$ cat src/rtl/irq_arbiter_if.sv
// Bundle of the interrupt request, core handshake and peripheral acknowledge signals.
// The slave modport belongs to the arbiter; the master modport belongs to the core/peripheral side.
interface irq_arbiter_if #(
    parameter int NUM_VECT = 45
);
    logic [NUM_VECT-1:1] irq;
    logic                global_ie;
    logic                core_ack;
    logic                irq_req;
    logic [5:0]          irq_vector;
    logic                irqack;
    logic [5:0]          irqack_addr;
    logic                wake;

    modport slave (
        input  irq, global_ie, core_ack,
        output irq_req, irq_vector, irqack, irqack_addr, wake
    );

    modport master (
        output irq, global_ie, core_ack,
        input  irq_req, irq_vector, irqack, irqack_addr, wake
    );
endinterface

$ cat src/rtl/irq_arbiter.sv
// Fixed-priority interrupt arbiter: offers the lowest pending vector to the core.
// After an acknowledge it blanks arbitration so the peripheral can clear its flag.
//
// state | meaning
// IDLE  | arbitrate pending irq bits when global_ie is set
// REQ   | vector offered to core, waiting for core_ack or withdrawal
// ACK   | one-cycle irqack pulse to peripherals
// BLANK | no arbitration while the blank counter runs down
module irq_arbiter #(
    parameter int NUM_VECT  = 45,
    parameter int BLANK_CYC = 1
) (
    input logic         cp2,
    input logic         ireset,
    irq_arbiter_if.slave bus
);
    typedef enum logic [1:0] {
        IDLE  = 2'd0,
        REQ   = 2'd1,
        ACK   = 2'd2,
        BLANK = 2'd3
    } state_t;

    state_t      state, state_nxt;
    logic        req_q, req_d;
    logic [5:0]  vec_q, vec_d;
    logic        ack_q, ack_d;
    logic [5:0]  addr_q, addr_d;
    logic [2:0]  cnt_q, cnt_d;
    logic        wake_q;

    logic [63:0] irq_full;
    logic [5:0]  win;
    logic        any_irq;
    logic        held;

    // Widened copy so the 6-bit vector can index it for any legal NUM_VECT.
    always_comb begin
        irq_full                = '0;
        irq_full[NUM_VECT-1:1]  = bus.irq;
        any_irq                 = |bus.irq;
        held                    = irq_full[vec_q];
        win                     = '0;
        for (int i = 63; i >= 1; i--) begin
            if (irq_full[i]) win = 6'(i);
        end
    end

    always_ff @(posedge cp2 or negedge ireset) begin
        if (!ireset) begin
            state  <= IDLE;
            req_q  <= 1'b0;
            vec_q  <= '0;
            ack_q  <= 1'b0;
            addr_q <= '0;
            cnt_q  <= '0;
            wake_q <= 1'b0;
        end else begin
            state  <= state_nxt;
            req_q  <= req_d;
            vec_q  <= vec_d;
            ack_q  <= ack_d;
            addr_q <= addr_d;
            cnt_q  <= cnt_d;
            wake_q <= any_irq;
        end
    end

    always_comb begin
        state_nxt = state;
        case (state)
            IDLE:    if (bus.global_ie && any_irq) state_nxt = REQ;
            REQ: begin
                // Acknowledge wins over a simultaneous withdrawal.
                if (bus.core_ack)                    state_nxt = ACK;
                else if (!held || !bus.global_ie)    state_nxt = IDLE;
            end
            ACK:     state_nxt = BLANK;
            BLANK:   if (cnt_q <= 3'd1) state_nxt = IDLE;
            default: state_nxt = IDLE;
        endcase
    end

    always_comb begin
        req_d  = req_q;
        vec_d  = vec_q;
        ack_d  = 1'b0;
        addr_d = addr_q;
        cnt_d  = cnt_q;
        case (state)
            IDLE: begin
                req_d = 1'b0;
                if (bus.global_ie && any_irq) begin
                    req_d = 1'b1;
                    vec_d = win;
                end
            end
            REQ: begin
                if (bus.core_ack) begin
                    req_d  = 1'b0;
                    ack_d  = 1'b1;
                    addr_d = vec_q;
                end else if (!held || !bus.global_ie) begin
                    req_d = 1'b0;
                end
            end
            ACK: begin
                req_d = 1'b0;
                cnt_d = 3'(BLANK_CYC);
            end
            BLANK: begin
                req_d = 1'b0;
                cnt_d = (cnt_q == 3'd0) ? 3'd0 : cnt_q - 3'd1;
            end
            default: req_d = 1'b0;
        endcase
    end

    assign bus.irq_req     = req_q;
    assign bus.irq_vector  = vec_q;
    assign bus.irqack      = ack_q;
    assign bus.irqack_addr = addr_q;
    assign bus.wake        = wake_q;
endmodule

$ cat src/flat_wrapper.sv
// flat-port wrapper written by rule: the top's interface ports become plain ports
module irq_arbiter_flat 
#(
    parameter int NUM_VECT  = 45,
    parameter int BLANK_CYC = 1
)
  (cp2, ireset, bus_irq, bus_global_ie, bus_core_ack, bus_irq_req, bus_irq_vector, bus_irqack, bus_irqack_addr, bus_wake);
  irq_arbiter_if #(.NUM_VECT(NUM_VECT)) bus_i ();
  input logic cp2;
  input logic ireset;
  input wire logic [$bits(bus_i.irq)-1:0] bus_irq;
  input wire logic [$bits(bus_i.global_ie)-1:0] bus_global_ie;
  input wire logic [$bits(bus_i.core_ack)-1:0] bus_core_ack;
  output wire logic [$bits(bus_i.irq_req)-1:0] bus_irq_req;
  output wire logic [$bits(bus_i.irq_vector)-1:0] bus_irq_vector;
  output wire logic [$bits(bus_i.irqack)-1:0] bus_irqack;
  output wire logic [$bits(bus_i.irqack_addr)-1:0] bus_irqack_addr;
  output wire logic [$bits(bus_i.wake)-1:0] bus_wake;
  assign bus_i.irq = bus_irq;
  assign bus_i.global_ie = bus_global_ie;
  assign bus_i.core_ack = bus_core_ack;
  assign bus_irq_req = bus_i.irq_req;
  assign bus_irq_vector = bus_i.irq_vector;
  assign bus_irqack = bus_i.irqack;
  assign bus_irqack_addr = bus_i.irqack_addr;
  assign bus_wake = bus_i.wake;
  irq_arbiter #(.NUM_VECT(NUM_VECT), .BLANK_CYC(BLANK_CYC)) u_core (.cp2(cp2), .ireset(ireset), .bus(bus_i));
endmodule
$ cat config.mk
export PLATFORM = sky130hd
export DESIGN_NAME = irq_arbiter_flat
export DESIGN_NICKNAME = d
export VERILOG_FILES = /design/src/rtl/irq_arbiter_if.sv /design/src/rtl/irq_arbiter.sv /design/src/flat_wrapper.sv
export SDC_FILE = /design/constraint.sdc
export NUM_CORES = 1
export LEC_CHECK = 0
export ABC_CLOCK_PERIOD_IN_PS = 2800
export CORE_ASPECT_RATIO = 2
export CORE_MARGIN = 1
export CORE_UTILIZATION = 37
export CTS_BUF_LIST = sky130_fd_sc_hd__clkbuf_2 sky130_fd_sc_hd__clkbuf_4 sky130_fd_sc_hd__clkbuf_8
export CTS_CLUSTER_SIZE = 14
export DETAILED_ROUTE_END_ITERATION = 7
export PLACE_DENSITY_LB_ADDON = 0.05
export SLEW_MARGIN = 5
export SYNTH_ARGS = -nofsm -noshare
export SYNTH_HDL_FRONTEND = slang
export SYNTH_SLANG_ARGS = --single-unit
$ cat constraint.sdc
create_clock -name cp2 -period 2.8 [get_ports cp2]
set_clock_uncertainty 0.15 [all_clocks]
set_input_delay 0.56 -clock cp2 [delete_from_list [all_inputs] [get_ports cp2]]
set_output_delay 0.56 -clock cp2 [all_outputs]
set_load 0.01 [all_outputs]
======== After elaboration in Yosys (flattened, before gate mapping) ========
Cells that the tools add are included.
word-level totals
  bits in registers ....................... 20
  latch bits .............................. 0
  RAM bits ................................ 0
  ROM bits ................................ 0
  input bits .............................. 48
  output and inout bits ................... 15
  word-level logic and storage cells ...... 87
  memories ................................ 0
operators by class
  $add $sub $neg .......................... 1
  $mul .................................... 0
  div/mod/pow operators ................... 0
  $lt $le $gt $ge ......................... 2
  equality and inequality tests ........... 6
  shift operators ......................... 0
  multiplexer cells ....................... 59
  bitwise logic cells ..................... 0
  reduce and logical (&&, ||, !) cells .... 12
operator list
  operator                                                                           number
  6-bit 2-to-1 mux                                                                   44
  44-bit OR reduction                                                                1
  2-bit 2-to-1 mux                                                                   4
  2-bit one-hot mux with 4 select lines                                              1
  6-bit by 7-bit less-than comparator with 1-bit output (second input constant)      1
  1-bit binary-select mux with 6-bit select                                          1
  1-bit 2-to-1 mux                                                                   6
  3-bit one-hot mux with 2 select lines                                              1
  2-bit equality test (second input constant)                                        2
  2-bit by 1-bit != test with 1-bit output (second input constant)                   2
  2-bit AND reduction                                                                2
  3-bit by 1-bit less-or-equal comparator with 1-bit output (second input constant)  1
  3-bit logical NOT                                                                  1
  3-bit 2-to-1 mux                                                                   1
  3-bit by 2-bit != test with 1-bit output (second input constant)                   1
  1-bit one-hot mux with 3 select lines                                              1
  3-bit AND reduction                                                                1
  3-bit by 1-bit subtractor with 3-bit output (second input constant)                1
  2-bit by 1-bit equality test with 1-bit output (second input constant)             1
  1-bit logical NOT                                                                  2
  2-bit logical NOT                                                                  1
  2-bit nonzero test                                                                 1
  2-bit OR reduction                                                                 1
  1-bit logical AND                                                                  1
  1-bit logical OR                                                                   1

======== Logic depth before layout (Yosys ltp) ========
  depth after elaboration ................. 44
  gate-level depth with buffers ........... 7
  gate-level depth less buffers ........... 6

======== Worst setup path before layout ========
OpenSTA, ideal clock, no wires.
  path kind ............................... reg2reg
  start point ............................. register u_core.vec_q[0] (netlist: u_core.bus.irq_vector[0])
  end point ............................... register u_core.state[0]
  setup time .............................. 0.143 ns
  arrival ................................. 1.961 ns
  data required time ...................... 2.507 ns
  slack ................................... 0.546 ns
  stages on the path, launching flop included .. 7
  buffers on the path ..................... 1
  period minus slack after synthesis ...... 2.254 ns
  path through ............................ dfrtp_1 -> buf_4 -> mux4_2 -> mux4_2 -> mux2i_1 -> o21a_1 -> a32oi_1
between the ends
  cells in the longest elaborated chain, start to end .. 6
RTL lines
  item                                                       RTL line           RTL
  start, declared                                            irq_arbiter.sv:26  logic [5:0] vec_q, vec_d;
  start signal, assigned                                     irq_arbiter.sv:61  vec_q <= vec_d;
  1-bit binary-select mux with 6-bit select                  irq_arbiter.sv:42  held = irq_full[vec_q];
  1-bit 2-to-1 mux (implied by the code)                     irq_arbiter.sv:42
  1-bit logical NOT                                          irq_arbiter.sv:76  else if (!held || !bus.global_ie) state_nxt = IDLE;
  1-bit logical OR                                           irq_arbiter.sv:76
  3-bit by 2-bit != test with 1-bit output (no source line)  -
  3-bit AND reduction (no source line)                       -
  end signal, assigned                                       irq_arbiter.sv:59  state <= state_nxt;
  end, declared                                              irq_arbiter.sv:24  state_t state, state_nxt;
Every way passes these cells. The select of a mux whose other input is x is not followed.
A chain may end at the register's enable or synchronous reset.

======== Worst setup path after layout ========
  start point ............................. input bus_irq[25]
  end point ............................... register u_core.vec_q[0] (netlist: u_core.bus.irq_vector[0])
between the ends
  elaborated cells between the ends (all ways) .. 29
  classes of those cells .................. mux (26); reduce/logical (3)
RTL lines
  item                                  RTL line            RTL
  start, declared                       flat_wrapper.sv:11  input wire logic [$bits(bus_i.irq)-1:0] bus_irq;
  44-bit OR reduction                   irq_arbiter.sv:41   any_irq = |bus.irq;
  net u_core.any_irq                    irq_arbiter.sv:34   logic any_irq;
  1-bit logical AND                     irq_arbiter.sv:93   if (bus.global_ie && any_irq) begin
  2-bit AND reduction (no source line)  -
The timed path passes the listed nets, and every way through them passes these cells.

==> summary.txt <==
sw power: 486.1 uW
Initial Utilization: 0.3881
final WL: 5.131 mm
PostCTS Resize Cnt: 0
CTS Root Cell: clkbuf_8
Final setup viols: 0
vias in the first global route: 1,915
worst vdd ir: 0.4007 mV
core outline area: 0.004339 sq mm
Sequential Power Share: 0.352
Pre-antenna DRT Iters: 4
# Post-CTS Setup Buffers: 0
I/O pin count: 63
slowest stage delay, CP: 560 ps
critical path type: in2reg
DR WL/cell: 15.18 um
CP endpoint kind: register
number of diodes: 0
I/O Buffers: 62
clock power share: 0.157
clock-pin slew on the worst setup and hold paths: 70 ps
Mean Syn Cell Area: 8.506 sq um
Fillers: 415
Fin Setup TNS: 0 ps
post-synthesis sequential area ratio: 0.2972
CP startpoint kind: input pin
Post-Syn Area: 0.001684 sq mm
global-route wire length before repair: 8.721 mm
Power Dens Cells: 526.8 mW/mm^2
main combinational cell family by area after synthesis: simple AND/OR/NAND/NOR gates
crit path DAT: 2530 ps
Synth Area in Compound Gates: 0.1872
simple-gate share of the synthesized area: 0.2660
post-synthesis xor/xnor area fraction: 0
synth top area cells: dfrtp_1 30%, mux4_2 17%, nand2_1 7.6%
syn_nets: 248
DIE WIDTH: 49.71 um
nets: 335
mux cell area share after synthesis: 0.1857
YS warnings: 0
clock sink total: 20
register area: 500.5 sq um
crit path max fanout: 11
1st-iter DRT viols: 23
Total GRT Usage: 0.2299
fin util: 0.5983
Worst EP required: 2830 ps
Area growth syn-to-layout: 54.16%
multi-input logic area: 0.001101 sq mm
Rel. slew slack: 0.6071
#FFs+latches synth: 20
largest net degree at the start of global routing: 21
Synth top area share: 0.2972
net switching fraction of the power: 0.3554
f_max: 399.9 MHz
hpwl dp: 4.394 mm
crit path time final: 2501 ps
Cells after Synth: 198
final slew viol count: 0
post-synthesis adder-cell area fraction: 0.01486
Worst-Margin Slew: 589.4 ps
# hold bufs at CTS: 0
Clock Latency Late Sink: 250 ps
final hold viol count: 0
via-per-instance ratio: 5.589
Post-route DRC: 0
TritonCTS clock tree: yes
initial antenna violation count: 0
Rows: 34
Pint: 881.6 uW
CP max-delay cell: or4_1
Max Cap Viol: 0
htree depth: 1
top cell type by total area after synthesis: dfrtp_1
combinational share of power: 0.491
post-synthesis cell type count: 37
Remaining Overflow, GRT: 0
CP bufs+invs: 2
die area: 0.004842 sq mm
Longest Clk Path Bufs: 2
CP delay by family, top: simple AND/OR/NAND/NOR gates
total number of vias: 1,889
DRT antenna net count: 0
Leakage: 0.001054 uW
Die Y: 97.41 um
share of cells above drive strength 1: 0.1549
run status: finished clean
Tcrit/Tclk final: 0.8932
most used cell, CP: nand3_1
worst-path cell chain: clkdlybuf4s50_1 > or4_1 > and4bb_1 > nand3_1 > nand3_1 > buf_4 > nor4_1 > a21oi_1
# placed instances: 334
Num CTS Buffers: 3
RSZ-0062 raised after global routing: no
Hold/Removal Path Class: reg2reg
placer congestion estimate: 0.8569
Non-Filler Instances: 338
worst register-to-register path, stage by stage, from the launching register on:
cell and delay [ps]:
dfrtp_1 720, mux4_2 590, mux4_2 480, mux2i_1 160
o21a_1 180, a32oi_1 100
cell type report:
class                      count  share of cell area
inverter                      13             0.01880
tap                           54             0.02602
sequential                    20              0.1928
timing repair buffer          89              0.3171
clock buffer                   4             0.02120
multi-input combinational    158              0.4241
per-layer routing:
layer / up-vias / global-route usage / wire length (um)
met5: - / 0 / 0
met4: 0 / 0.07473 / 110
met3: 10 / 0.01408 / 127
met2: 59 / 0.4563 / 3051
met1: 898 / 0.2398 / 1841
li1: 922 / - / -
path summary, 6_finish.rpt:
kind / startpoint / end / slack [ps] / depth (start not counted)
max: bus_irq[25] / u_core.bus.irq_vector[0] / 300 / 8
min: u_core.bus.irqack_addr[0] / u_core.bus.irqack_addr[0] / 320 / 2
max reg2reg: u_core.bus.irq_vector[0] / u_core.state[0] / 300 / 5
min reg2reg: u_core.bus.irqack_addr[0] / u_core.bus.irqack_addr[0] / 320 / 2
max in group asynchronous: ireset / u_core.bus.irqack_addr[2] / 1800 / 2
min in group asynchronous: ireset / u_core.cnt_q[0] / 490 / 2
per-stage QoR:
step | hold slack [ps] | instance area (sq um) | setup WS (ps) | power (uW)
final | 323.8 | 2596 | 299.2 | 1368
after floorplan | 114.4 | 1684 | 545.8 | 842.6
after CTS | 330.7 | 2596 | 275.0 | 1386
after detailed placement | 312.6 | 2541 | 43.32 | 1165
after global placement | 308.8 | 2541 | 75.54 | 1161
after global routing | 353.6 | 2596 | 127.8 | 1472
cell usage in the layout, fill, tap and decap left out, types with 2 or more instances in the layout:
cell type,netlist,final
o21a_1,3,3
o31ai_1,7,7
a31oi_1,2,2
o41ai_1,2,2
nand2_1,34,34
nor2_1,18,18
or4_1,3,3
mux2i_1,2,2
mux4_2,13,13
clkbuf_8,0,4
o21ai_0,11,11
nand2b_1,5,5
clkdlybuf4s50_1,0,62
buf_4,1,27
nor4_1,12,12
dfrtp_1,20,20
ha_1,2,2
nor3_1,8,8
a21oi_1,14,14
nand3_1,6,6
o211ai_1,2,2
inv_1,13,13
cell families after synthesis:
| group | Yosys count |
|---|---|
| and+or+nand+nor | 92 |
| buffers and inverters | 20 |
| muxes | 15 |
| AOI/OAI and AO/OA | 49 |
| DFF | 20 |
| adders and majority gates | 2 |
flip-flops by register name, indices dropped and copies added, names as in the netlist, named ones only:
signal,cells
u_core.bus.irq_req,1
u_core.bus.irq_vector,6
u_core.bus.irqack,1
u_core.bus.irqack_addr,6
u_core.bus.wake,1
u_core.cnt_q,3
u_core.state,1
Yosys cell counts, drive strengths merged:
| cell | number |
|---|---|
| ha | 2 |
| a211oi | 1 |
| o21a | 3 |
| nor2 | 18 |
| a31oi | 2 |
| a221oi | 1 |
| nand2b | 5 |
| mux4 | 13 |
| nor4 | 12 |
| or4 | 3 |
| a32oi | 1 |
| o2111ai | 1 |
| nor2b | 1 |
| o21bai | 1 |
| o31ai | 7 |
| and4 | 1 |
| o311a | 1 |
| clkbuf | 2 |
| buf | 5 |
| nor3 | 8 |
| dfrtp | 20 |
| mux2i | 2 |
| inv | 13 |
| a21oi | 14 |
| nand2 | 34 |
| a32o | 1 |
| nand4b | 1 |
| nand3b | 1 |
| a2111oi | 1 |
| nand3 | 6 |
| and4b | 1 |
| o21ai | 11 |
| o41ai | 2 |
| o211ai | 2 |
| and4bb | 1 |
power groups by stage:
stage	Sequential [uW]	Combinational, uW	Clock [uW]
after CTS	484	680	223
after global routing	502	733	238
final	482	671	215
after detailed placement	488	677	0
after floorplan	425	417	0
after global placement	490	671	0
Power figures use the tool's default switching activity.
